File: src/rtl/fetch_queue_if.sv
// Instruction-bus bundle between the fetch stage (master) and memory (slave).
// One outstanding request at a time: the master raises ireq_valid with a
// stable ireq_addr until the slave answers with iresp_data_ok/iresp_data.
interface fetch_queue_if;
    logic        ireq_valid;
    logic [63:0] ireq_addr;
    logic        iresp_data_ok;
    logic [31:0] iresp_data;

    modport master (
        output ireq_valid,
        output ireq_addr,
        input  iresp_data_ok,
        input  iresp_data
    );

    modport slave (
        input  ireq_valid,
        input  ireq_addr,
        output iresp_data_ok,
        output iresp_data
    );
endinterface

File: src/rtl/fetch_queue.sv
// Instruction-fetch stage with a DEPTH-entry decoupling queue.
// Issues sequential fetches on the instruction bus, buffers returned
// instructions in order and presents the head to decode. A redirect
// (flushall, else branch) discards queued entries and any in-flight fetch.
// Optional feature macro: FETCH_BYPASS_EN -- when defined, a response that
// arrives while the queue is empty and decode is not stalled is forwarded
// combinationally to dataF instead of being written into the queue.
module fetch_queue #(
    parameter int          DEPTH    = 4,
    parameter logic [63:0] RESET_PC = 64'h8000_0000
) (
    input  logic              clk,
    input  logic              reset,
    input  logic              branch,
    input  logic [63:0]       jump,
    input  logic              flushall,
    input  logic [63:0]       csrpc,
    input  logic              stop,
    fetch_queue_if.master     ibus,
    output logic              dataf_valid,
    output logic [31:0]       dataf_instr,
    output logic [63:0]       dataf_pc,
    output logic              stopf
);

    localparam int PTR_W = $clog2(DEPTH);
    localparam int CNT_W = PTR_W + 1;
    localparam logic [CNT_W-1:0] DEPTH_C = CNT_W'(DEPTH);

    typedef enum logic [1:0] {
        IDLE = 2'd0,
        REQ  = 2'd1,
        DROP = 2'd2
    } state_t;

    state_t             state_q, state_d;
    logic [63:0]        pc_q, pc_d;
    logic [63:0]        addr_q, addr_d;
    logic               valid_q, valid_d;
    logic [CNT_W-1:0]   count_q, count_d;
    logic [PTR_W-1:0]   wr_ptr_q, wr_ptr_d;
    logic [PTR_W-1:0]   rd_ptr_q, rd_ptr_d;

    logic [31:0]        instr_mem [DEPTH];
    logic [63:0]        pc_mem    [DEPTH];

    logic               redirect;
    logic [63:0]        target;
    logic               head_valid;
    logic               bypass_hit;
    logic               enq;
    logic               deq;
    logic               free;

    // Next-state logic: redirect, queue bookkeeping and the fetch FSM.
    always_comb begin
        redirect   = flushall | branch;
        target     = flushall ? csrpc : jump;
        head_valid = (count_q != '0);

`ifdef FETCH_BYPASS_EN
        bypass_hit = !head_valid && (state_q == REQ) && ibus.iresp_data_ok
                     && !stop && !redirect;
`else
        bypass_hit = 1'b0;
`endif

        // A redirect wins over any enqueue/dequeue happening in the same cycle.
        deq = head_valid && !stop && !redirect;
        enq = (state_q == REQ) && ibus.iresp_data_ok && !redirect && !bypass_hit;

        if (redirect) begin
            count_d  = '0;
            wr_ptr_d = '0;
            rd_ptr_d = '0;
        end else begin
            count_d  = count_q + CNT_W'(enq) - CNT_W'(deq);
            wr_ptr_d = wr_ptr_q + PTR_W'(enq);
            rd_ptr_d = rd_ptr_q + PTR_W'(deq);
        end

        // Fetch PC advances on every accepted response (queued or bypassed).
        pc_d = pc_q;
        if (redirect) begin
            pc_d = target;
        end else if ((state_q == REQ) && ibus.iresp_data_ok) begin
            pc_d = pc_q + 64'd4;
        end

        // 'free' means no request survives this cycle, so the FSM passes
        // through IDLE and may issue the next fetch straight away.
        free    = 1'b0;
        state_d = state_q;
        valid_d = valid_q;
        addr_d  = addr_q;
        case (state_q)
            IDLE: free = 1'b1;
            REQ: begin
                if (ibus.iresp_data_ok) begin
                    free = 1'b1;
                end else if (redirect) begin
                    state_d = DROP;
                end
            end
            DROP: begin
                if (ibus.iresp_data_ok) begin
                    free = 1'b1;
                end
            end
            default: begin
                state_d = IDLE;
                valid_d = 1'b0;
            end
        endcase

        // Issue only while a slot is left for the entry this fetch will return.
        if (free) begin
            if (count_d < DEPTH_C) begin
                state_d = REQ;
                valid_d = 1'b1;
                addr_d  = pc_d;
            end else begin
                state_d = IDLE;
                valid_d = 1'b0;
            end
        end
    end

    // Control state and registered bus request, cleared asynchronously.
    always_ff @(posedge clk or posedge reset) begin
        if (reset) begin
            state_q  <= IDLE;
            pc_q     <= RESET_PC;
            addr_q   <= RESET_PC;
            valid_q  <= 1'b0;
            count_q  <= '0;
            wr_ptr_q <= '0;
            rd_ptr_q <= '0;
        end else begin
            state_q  <= state_d;
            pc_q     <= pc_d;
            addr_q   <= addr_d;
            valid_q  <= valid_d;
            count_q  <= count_d;
            wr_ptr_q <= wr_ptr_d;
            rd_ptr_q <= rd_ptr_d;
        end
    end

    // Queue storage; contents are only meaningful below count_q, so no reset.
    always_ff @(posedge clk) begin
        if (enq) begin
            instr_mem[wr_ptr_q] <= ibus.iresp_data;
            pc_mem[wr_ptr_q]    <= addr_q;
        end
    end

    assign ibus.ireq_valid = valid_q;
    assign ibus.ireq_addr  = addr_q;

    // Decode-side view: bypassed response, else queue head, else zeros.
    always_comb begin
        dataf_valid = head_valid | bypass_hit;
        dataf_instr = 32'd0;
        dataf_pc    = 64'd0;
        if (bypass_hit) begin
            dataf_instr = ibus.iresp_data;
            dataf_pc    = addr_q;
        end else if (head_valid) begin
            dataf_instr = instr_mem[rd_ptr_q];
            dataf_pc    = pc_mem[rd_ptr_q];
        end
        stopf = !dataf_valid;
    end

endmodule
File: src/flat_wrapper.sv
// flat-port wrapper written by rule: the top's interface ports become plain ports
module fetch_queue_flat 
#(
    parameter int          DEPTH    = 4,
    parameter logic [63:0] RESET_PC = 64'h8000_0000
)
  (clk, reset, branch, jump, flushall, csrpc, stop, dataf_valid, dataf_instr, dataf_pc, stopf, ibus_ireq_valid, ibus_ireq_addr, ibus_iresp_data_ok, ibus_iresp_data);
  fetch_queue_if ibus_i ();
  input  logic clk;
  input  logic reset;
  input  logic branch;
  input  logic [63:0] jump;
  input  logic flushall;
  input  logic [63:0] csrpc;
  input  logic stop;
  output logic dataf_valid;
  output logic [31:0] dataf_instr;
  output logic [63:0] dataf_pc;
  output logic stopf;
  output wire logic [$bits(ibus_i.ireq_valid)-1:0] ibus_ireq_valid;
  output wire logic [$bits(ibus_i.ireq_addr)-1:0] ibus_ireq_addr;
  input wire logic [$bits(ibus_i.iresp_data_ok)-1:0] ibus_iresp_data_ok;
  input wire logic [$bits(ibus_i.iresp_data)-1:0] ibus_iresp_data;
  assign ibus_ireq_valid = ibus_i.ireq_valid;
  assign ibus_ireq_addr = ibus_i.ireq_addr;
  assign ibus_i.iresp_data_ok = ibus_iresp_data_ok;
  assign ibus_i.iresp_data = ibus_iresp_data;
  fetch_queue #(.DEPTH(DEPTH), .RESET_PC(RESET_PC)) u_core (.clk(clk), .reset(reset), .branch(branch), .jump(jump), .flushall(flushall), .csrpc(csrpc), .stop(stop), .ibus(ibus_i), .dataf_valid(dataf_valid), .dataf_instr(dataf_instr), .dataf_pc(dataf_pc), .stopf(stopf));
endmodule
File: config.mk
export PLATFORM = sky130hd
export DESIGN_NAME = fetch_queue_flat
export DESIGN_NICKNAME = d
export VERILOG_FILES = /design/src/rtl/fetch_queue_if.sv /design/src/rtl/fetch_queue.sv /design/src/flat_wrapper.sv
export SDC_FILE = /design/constraint.sdc
export NUM_CORES = 1
export LEC_CHECK = 0
export ABC_AREA = 1
export BUFFER_PORTS_ARGS = -buffer_cell sky130_fd_sc_hd__buf_2
export CAP_MARGIN = 20
export CORE_MARGIN = 8
export CORE_UTILIZATION = 60
export CTS_CLUSTER_DIAMETER = 100
export DETAILED_ROUTE_END_ITERATION = 10
export GPL_TIMING_DRIVEN = 0
export PLACE_DENSITY = 0.89
export SYNTH_ARGS = -nofsm -noshare
export SYNTH_HDL_FRONTEND = slang
export SYNTH_SLANG_ARGS = --single-unit
export TNS_END_PERCENT = 100
File: constraint.sdc
create_clock -name clk -period 22.2 [get_ports clk]
set_input_delay 2.22 -clock clk [delete_from_list [all_inputs] [get_ports clk]]
set_output_delay 2.22 -clock clk [all_outputs]
set_load 0.02 [all_outputs]
## After elaboration in Yosys (flattened, before gate mapping)

Memories as Yosys holds them, arrays and structs flattened.
Cells that the tools add are included.

- Register bits: 138
- Memory bits (writable): 384
- Input bits: 166
- Output and inout port bits: 163
- Word-level logic and storage cells: 56
- Memories kept: 2

Memories:

| memory | depth | bits a word | read ports | clocked after memory_dff | wr ports | RTL line | RTL |
|---|---|---|---|---|---|---|---|
| u_core.pc_mem | 4 | 64 | 1 | 0 | 1 | fetch_queue.sv:45 | `logic [63:0] pc_mem [DEPTH];` |
| u_core.instr_mem | 4 | 32 | 1 | 0 | 1 | fetch_queue.sv:44 | `logic [31:0] instr_mem [DEPTH];` |

- Add/sub/neg operators: 5
- Magnitude comparators: 1
- Equality and inequality tests: 6
- Multiplexer cells: 20
- Bitwise gates (word level): 1
- Reduce and logical (&&, ||, !) cells: 14

Operators with widths:

| cell | count |
|---|---|
| 64-bit two-way mux | 4 |
| 64-bit by 3-bit adder with 64-bit output, second input constant | 1 |
| 32-bit two-way mux | 1 |
| 2-bit two-way mux | 5 |
| 1-bit two-way mux | 7 |
| 2-bit by 1-bit adder with 2-bit output | 2 |
| 1-bit logical AND | 4 |
| 2-bit by 1-bit != test with 1-bit output, second input constant | 2 |
| 2-bit one-hot mux with 2 select lines | 1 |
| 2-bit OR reduction | 2 |
| 3-bit by 1-bit adder with 3-bit output | 1 |
| 1-bit logical NOT | 3 |
| 3-bit < comparator, second input constant | 1 |
| 3-bit two-way mux | 1 |
| 3-bit by 1-bit != test with 1-bit output, second input constant | 1 |
| 3-bit by 2-bit != test with 1-bit output, second input constant | 1 |
| 3-bit AND reduction | 1 |
| 3-bit nonzero test | 1 |
| 3-bit OR reduction | 1 |
| 3-bit by 1-bit subtractor with 3-bit output | 1 |
| 2-bit by 1-bit equality test with 1-bit output, second input constant | 1 |
| 2-bit equality test, second input constant | 1 |
| 2-bit logical NOT | 1 |
| 1-bit one-hot mux with 2 select lines | 1 |
| 2 further kinds | 2 |

## Logic depth before layout (Yosys ltp)

Gate-level depths: netlist of the first run.

- Depth in word-level cells: 9
- Mapped depth: 15
- Mapped depth without buffers: 14

## Worst setup path before layout of the first run

OpenSTA, ideal clock, no wires.

- Path kind: input -> register
- From: input flushall
- To: memory u_core.instr_mem[0][0] (enable)
- Library setup time: 0.669 ns
- Data arrival time: 9.475 ns
- Required time: 21.531 ns
- Slack: 12.057 ns
- Cell stages on the path: 6
- Buffers on the path: 1
- Cell sequence: nor2_2 -> inv_1 -> clkbuf_1 -> nor2_1 -> inv_1 -> nor3_1

- Longest elaborated chain between the ends: 5

RTL lines:

| element | RTL line | RTL |
|---|---|---|
| start, declared | flat_wrapper.sv:13 | `input logic flushall;` |
| 1-bit bitwise OR | fetch_queue.sv:57 | `redirect = flushall \| branch;` |
| 1-bit logical NOT | fetch_queue.sv:70 | `enq = (state_q == REQ) && ibus.iresp_data_ok && !redirect && !bypass_hit;` |
| 1-bit logical AND | fetch_queue.sv:70 |  |
| 1-bit two-way mux | fetch_queue.sv:152 | `if (enq) begin` |
| 1-bit two-way mux (implied by the code) | fetch_queue.sv:153 | `instr_mem[wr_ptr_q] <= ibus.iresp_data;` |
| end, declared | fetch_queue.sv:44 |  |

Every way passes these cells.

## Worst setup path in the final report of the first run

- From: register u_core.rd_ptr_q[0]
- To: output dataf_pc[43]

- Longest elaborated chain between the ends: 2

RTL lines:

| element | RTL line | RTL |
|---|---|---|
| start, declared | fetch_queue.sv:42 | `logic [PTR_W-1:0] rd_ptr_q, rd_ptr_d;` |
| start signal, assigned | fetch_queue.sv:146 | `rd_ptr_q <= rd_ptr_d;` |
| memory 4 x 64 bit | - |  |
| 64-bit two-way mux | fetch_queue.sv:169 | `end else if (head_valid) begin` |
| end, declared | flat_wrapper.sv:18 | `output logic [63:0] dataf_pc;` |

Every way passes these cells.

==> results of run 1 <==
Yosys cell counts (all sizes together):
master | number | area share
dfstp | 2 | 0.0023
and3 | 1 | 0.00028
nand2 | 378 | 0.064
buf | 42 | 0.0084
a31oi | 4 | 0.0011
fa | 1 | 0.00088
xor2 | 4 | 0.0015
nand3 | 76 | 0.017
xnor2 | 4 | 0.0015
o31ai | 1 | 0.00033
o21ai | 286 | 0.064
o211ai | 1 | 0.00033
o21a | 1 | 0.00033
a21oi | 119 | 0.026
inv | 84 | 0.014
clkinv | 2 | 0.00039
clkbuf | 72 | 0.012
o22ai | 12 | 0.0036
or2 | 5 | 0.0014
nor2 | 595 | 0.10
nand4 | 18 | 0.0050
edfxtp | 384 | 0.51
nor3 | 9 | 0.0020
a31o | 1 | 0.00039
nand3b | 3 | 0.0015
nor3b | 1 | 0.00033
dfrtp | 136 | 0.15
a21boi | 2 | 0.00083
ha | 9 | 0.0050
o21bai | 19 | 0.0063
cell type report:
class / instances / area [um^2]
clock inverters: 14 / 95.1
multi-input cells: 1550 / 6960
diodes: 2 / 5.00
inverters: 86 / 329
plain buffers: 114 / 460
well taps: 511 / 639
fillers: 2550 / 10400
clock buffers: 77 / 1500
flip-flops and latches: 522 / 15000
repair buffers: 370 / 2130
logic make-up after synthesis:
logic type               after synthesis
flip-flops                           522
AND/OR/NAND/NOR                     1086
adder cells (fa/ha/maj)               10
buffers and inverters                200
AO/OA/AOI/OAI                        446
XOR/XNOR                               8
state kept, by name (all words and copies together) (netlist names):
register,count
u_core.count_q,3
u_core.ibus.ireq_addr,64
u_core.ibus.ireq_valid,1
u_core.instr_mem,128
u_core.pc_mem,256
u_core.pc_q,64
u_core.rd_ptr_q,2
u_core.state_q,2
u_core.wr_ptr_q,2
worst register-to-register path, cell delays in order (launching register included):
cell and delay (ns):
dfrtp_1 0.38, or2_1 0.24, nor2_1 0.64, buf_2 0.43, nor3_1 0.13, ha_1 0.32
inv_1 0.04, ha_1 0.20, fa_1 0.39, o21ai_1 0.14, a21oi_1 0.07, nor2_2 0.19
clkbuf_1 0.57, nand2_1 0.27, nand2_1 0.13
metal layers:
layer  vias to the layer above  wire length [um]  track usage
li1                       8568                 -            -
met1                      9233             28300        0.430
met2                      1276             34500        0.517
met3                       236              6550       0.0446
met4                         0              3980        0.159
met5                         -                 0            0
power by group:
part / internal [uW] / total (uW) / switching (uW)
Clock: 465 / 827 / 362
Sequential: 1210 / 1340 / 135
Combinational: 145 / 508 / 363
per-stage QoR:
step | util | setup slack, ns | cells | power, uW
6_report | 0.723 | 16.71 | 3246 | 2680
5_1_grt | 0.723 | 16.64 | 3246 | 2760
4_1_cts | 0.723 | 16.81 | 3244 | 2670
3_5_place_dp | 0.680 | 16.41 | 3153 | 1850
3_3_place_gp | 0.667 | 6.83 | 3111 | 1820
2_1_floorplan | - | 12.06 | 2272 | 1600
worst paths after layout:
path                                      startpoint                   endpoint  depth (start not counted)
max in group asynchronous                      reset  u_core.ibus.ireq_addr[31]                          3
max reg2reg                        u_core.count_q[2]  u_core.ibus.ireq_addr[14]                         14
max                               u_core.rd_ptr_q[0]               dataf_pc[43]                          7
min                        u_core.ibus.ireq_addr[31]  u_core.ibus.ireq_addr[31]                          2
min reg2reg                u_core.ibus.ireq_addr[31]  u_core.ibus.ireq_addr[31]                          2
min in group asynchronous                      reset   u_core.ibus.ireq_addr[1]                          2
==> impl_metrics.env, run 1 <==
export IMPL_dp_hpwl_um=52700
export IMPL_synthAdderAreaFrac=0.00584
export IMPL_p_per_area_nw_per_um2=98.9
export IMPL_layout_cells_most_common="nor2_1"
export IMPL_arrival_ns=3.27
export IMPL_cts_setup_buffers=0
export IMPL_yosys_area_share_simple=0.194
export IMPL_crit_slowest_cell="clkbuf_1"
export IMPL_worstMarginPinSlew_ns=1.06
export IMPL_setup_viol=0
export IMPL_ys_seq_area_frac=0.660
export IMPL_row_count=71
export IMPL_wl_per_cell_um=22.6
export IMPL_drive_above_1_share=0.190
export IMPL_grt_max_degree=89
export IMPL_placed_area_um2=25500
export IMPL_mostFrequentLayoutCells="nor2_1, edfxtp_1, nand2_1"
export IMPL_viasPerCell=5.95
export IMPL_synthMuxAreaShare=0
export IMPL_syn_to_final_growth_pct=19.3
export IMPL_start_kind="flip-flop"
export IMPL_cp_cell_sequence="clkbuf_1, clkbuf_1, nor2_1, nor2_1, o21ai_0, a21oi_1, buf_2"
export IMPL_firstDrtPassIters=6
export IMPL_synth_warnings=0
export IMPL_final_nets=2869
export IMPL_irDropWorstVdd_mv=0.0533
export IMPL_final_antenna_net_count=0
export IMPL_synth_xor_area_frac=0.00309
export IMPL_power_leakage_uw=0.0111
export IMPL_synthesis_area_um2=22700
export IMPL_fin_area_um2=27100
export IMPL_whs_ns=0.524
export IMPL_drtIter0Drc=2481
export IMPL_grt_pass1_wl_um=109000
export IMPL_synth_top_family_by_area="simple AND/OR/NAND/NOR gates"
export IMPL_syn_inst=2272
export IMPL_clkSlewWorstSetupHoldPaths_ns=0.06
export IMPL_status="completed"
export IMPL_h_tree_depth=2
export IMPL_gp_congestion=0.978
export IMPL_setup_tns_ns=0
export IMPL_max_slew_margin_rel=0.296
export IMPL_start_util=0.606
export IMPL_grt_pass1_vias=18900
export IMPL_fin_worst_skew_ns=0.0225
export IMPL_clockBufferDepth=3
export IMPL_drc=0
export IMPL_synth_avg_cell_area_um2=10.0
export IMPL_numPortBuffers=328
export IMPL_synth_fp_nets=2448
export IMPL_cts_root_buf="clkbuf_16"
export IMPL_synth_compound_area_frac=0.103
export IMPL_wirelength_um=73300
export IMPL_slew_violations=0
export IMPL_required_ns=19.98
export IMPL_cts_buffers=49
export IMPL_grt_usage=0.322
export IMPL_clock_fmax_mhz=182
export IMPL_cts_sinks=522
export IMPL_die_h_um=211
export IMPL_cp_max_fo=10
export IMPL_overflow=0
export IMPL_core_area_um2=37500
export IMPL_slowest_delay_ns=0.83
export IMPL_clock_latency_ns=0.58
export IMPL_cts_resized=0
export IMPL_min_period_over_period=0.247
export IMPL_r2r_slack_ns=17.98
export IMPL_crit_family="buffers and inverters"
export IMPL_drv_cap=0
export IMPL_cts_hold_buf=0
export IMPL_synth_seq_cells=522
export IMPL_fin_crit_ns=5.49
export IMPL_hp_class="reg2reg"
export IMPL_cts_tree="built"
export IMPL_antenna_found_initial=2
export IMPL_die_area_um2=44300
export IMPL_synth_distinct_cells=46
export IMPL_io_pins=329
export IMPL_endpoint_kind="output pin"
export IMPL_path_buf_inv=3
export IMPL_die_w_um=211
export IMPL_rsz0062_at_grt="no"
export IMPL_hold_viol=0
export IMPL_vias=19300
export IMPL_criticalPathCategory="reg2out"
Power figures use the tool's default switching activity.
==> inputs of run 2 (changes only) <==
Settings changed: ABC_AREA 1 to 0, CORE_UTILIZATION 60 to 57, PLACE_DENSITY 0.89 to 0.86.
Clock period 22.2 ns to 5.5 ns, I/O delays scaled along.
==> impl_metrics.env, run 2 <==
export IMPL_status="completed"
export IMPL_fin_area_um2=26100
export IMPL_antenna_found_initial=4
export IMPL_criticalPathCategory="reg2reg"
export IMPL_start_util=0.578
export IMPL_clock_fmax_mhz=193
export IMPL_fin_crit_ns=5.18
export IMPL_rsz0062_at_grt="no"
export IMPL_syn_to_final_growth_pct=19.9
export IMPL_yosysTopAreaCellShare=0.529
export IMPL_io_pins=329
export IMPL_cts_tree="built"
export IMPL_ys_flop_type="edfxtp_1"
export IMPL_worst_r2r_cell_count=15
export IMPL_slew_violations=0
export IMPL_grt_pass1_wl_um=88800
export IMPL_cts_buffers=52
export IMPL_power_leakage_uw=0.00956
export IMPL_core_area_um2=37700
export IMPL_whs_ns=0.111
export IMPL_clock_latency_ns=0.60
export IMPL_largest_reg_flops=256
export IMPL_synth_avg_cell_area_um2=15.7
export IMPL_layout_cells_most_common="edfxtp_1"
export IMPL_r2r_end="u_core.ibus.ireq_addr[15]"
export IMPL_grt_usage=0.265
export IMPL_setup_tns_ns=0
export IMPL_intPower_uw=7500
export IMPL_dp_hpwl_um=42800
export IMPL_h_tree_depth=2
export IMPL_synth_warnings=0
export IMPL_hold_viol=0
export IMPL_row_count=71
export IMPL_cp_max_fo=10
export IMPL_synth_most_common_cell="edfxtp_1"
export IMPL_synth_distinct_cells=53
export IMPL_grt_pass1_vias=14400
export IMPL_ys_seq_area_frac=0.688
export IMPL_async_flop_share=0.264
export IMPL_worstMarginPinSlew_ns=0.958
export IMPL_min_period_over_period=0.942
export IMPL_met3_usage=0.0658
export IMPL_grt_max_degree=82
export IMPL_r2r_slack_ns=0.32
export IMPL_wirelength_um=60000
export IMPL_gp_congestion=0.958
export IMPL_synth_seq_cells=522
export IMPL_synth_fp_nets=1560
export IMPL_endpoint_kind="flip-flop"
export IMPL_fin_worst_skew_ns=0.0338
export IMPL_grtUsageMet2=0.422
export IMPL_swShare=0.297
export IMPL_p_per_area_nw_per_um2=409
export IMPL_placed_area_um2=24500
export IMPL_cts_sinks=522
export IMPL_wl_per_cell_um=25.7
export IMPL_power_switching_uw=3180
export IMPL_drive_above_1_share=0.314
export IMPL_required_ns=6.00
export IMPL_synthesis_area_um2=21800
export IMPL_final_antenna_net_count=0
export IMPL_die_area_um2=44700
export IMPL_drtIter0Drc=1384
export IMPL_clockBufferDepth=3
export IMPL_die_w_um=211
export IMPL_drv_cap=0
export IMPL_vias=14200
export IMPL_reg2reg_from="u_core.count_q[2]"
export IMPL_die_h_um=211
export IMPL_final_nets=1960
export IMPL_overflow=0
export IMPL_yosys_area_top_type="edfxtp_1"
export IMPL_dp_slack_ns=-0.309
export IMPL_use_met1=0.351
export IMPL_start_kind="flip-flop"
export IMPL_yosys_top_cells_count="edfxtp_1, dfrtp_1, and2_1, mux4_2, nand2_1"
export IMPL_pwr_share_seq=0.504
export IMPL_arrival_ns=5.69
export IMPL_mostFrequentLayoutCells="edfxtp_1, buf_2, dfrtp_1"
export IMPL_synth_edf_count=384
export IMPL_setup_viol=0
export IMPL_viasPerCell=6.08
export IMPL_regMostFlops="u_core.pc_mem"
export IMPL_drc=0
export IMPL_cts_root_buf="clkbuf_16"
export IMPL_p_clk_frac=0.317
export IMPL_clkSlewWorstSetupHoldPaths_ns=0.06
export IMPL_irDropWorstVdd_mv=0.322
export IMPL_largestRegisters="u_core.pc_mem: 256 flops, u_core.instr_mem: 128 flops"
export IMPL_gr_max_usage_layer="met2"
export IMPL_syn_inst=1384
export IMPL_max_slew_margin_rel=0.361
export IMPL_numPortBuffers=326
export IMPL_p_comb_frac=0.179
export IMPL_finalWorstSetupSlack_ns=0.319
export IMPL_hp_class="in2async"
export IMPL_fin_total_pwr_uw=10700
export IMPL_firstDrtPassIters=6
export IMPL_synth_area_top_cells="edfxtp_1, dfrtp_1, mux4_2"
[run 2: changes by cell type after synthesis, sizes merged, moves of 38 or more]
cell	change
and2	+100
inv	-66
nor2	-532
nand2	-303
or3	+38
o21ai	-227
mux4	+96
nand3	-54
a21oi	-58
[run 2: worst max path at each step]
stage | slack [ns] | endpoint | depth (start not counted) | from
final | 0.32 | u_core.ibus.ireq_addr[15] | 15 | u_core.count_q[2]
after global routing | 0.13 | u_core.ibus.ireq_addr[25] | 15 | u_core.count_q[2]
after CTS | 0.19 | u_core.ibus.ireq_addr[15] | 15 | u_core.count_q[1]
after detailed placement | -0.31 | u_core.ibus.ireq_addr[15] | 16 | u_core.count_q[1]
after global placement | -2.16 | u_core.pc_mem[0][11] | 4 | branch
after floorplan | 0.79 | u_core.instr_mem[0][0] | 4 | branch
[run 2: kinds of logic after synthesis]
family	Yosys count	share of synthesized area
flip-flops	522	0.688
adder cells (fa/ha/maj)	10	0.00609
AND/OR/NAND/NOR	391	0.0974
AO/OA/AOI/OAI	172	0.0484
XOR/XNOR	59	0.0244
buffers and inverters	96	0.0172
multiplexers	134	0.118
[run 2: critical path: stages, from the launching register on]
cell and delay [ns]:
dfrtp_1 0.40, or3_1 0.69, clkbuf_2 0.39, inv_1 0.21, nor3_1 0.10, ha_1 0.33
inv_1 0.04, ha_1 0.20, fa_1 0.37, xor3_1 0.44, nor2_1 0.10, nor3_2 0.55
clkbuf_1 0.56, clkbuf_1 0.45, nor2_1 0.08, a31oi_1 0.14
[run 2: area by class of cell]
| type | instances | area, um^2 |
|---|---|---|
| fillers | 2594 | 11600 |
| plain buffers | 77 | 305 |
| flip-flops and latches | 522 | 15000 |
| clock buffers | 71 | 1470 |
| well taps | 511 | 639 |
| diodes | 3 | 7.51 |
| inverters | 18 | 72.6 |
| multi-input cells | 766 | 6460 |
| repair buffers | 347 | 2020 |
| clock inverters | 22 | 154 |
[run 2: power by group through the flow]
stage	Clock [uW]	Combinational, uW	Sequential (uW)
CTS	3420	1910	5380
global route	3580	2030	5440
finish	3380	1910	5380
global placement	0	1830	5410
floorplan	0	867	5560
detailed placement	0	1890	5450
[run 2: metal layers]
layer / share of wire / up-vias
met1: 0.39 / 7193
met2: 0.48 / 753
li1: - / 6104
met3: 0.092 / 153
met5: 0.00067 / -
met4: 0.038 / 6
[run 2: through the flow]
stage / instances / utilization
3_3_place_gp: 2221 / 0.639
6_report: 2337 / 0.693
4_1_cts: 2333 / 0.693
5_1_grt: 2335 / 0.693
2_1_floorplan: 1384 / -
3_5_place_dp: 2241 / 0.650
[run 2: timing repair]
action / in CTS / in global routing
endpoints found under the setup margin: 43 / 7
setup buffers: 0 / 0
resized for setup: 1 / 2
hold buffers: 0 / 0
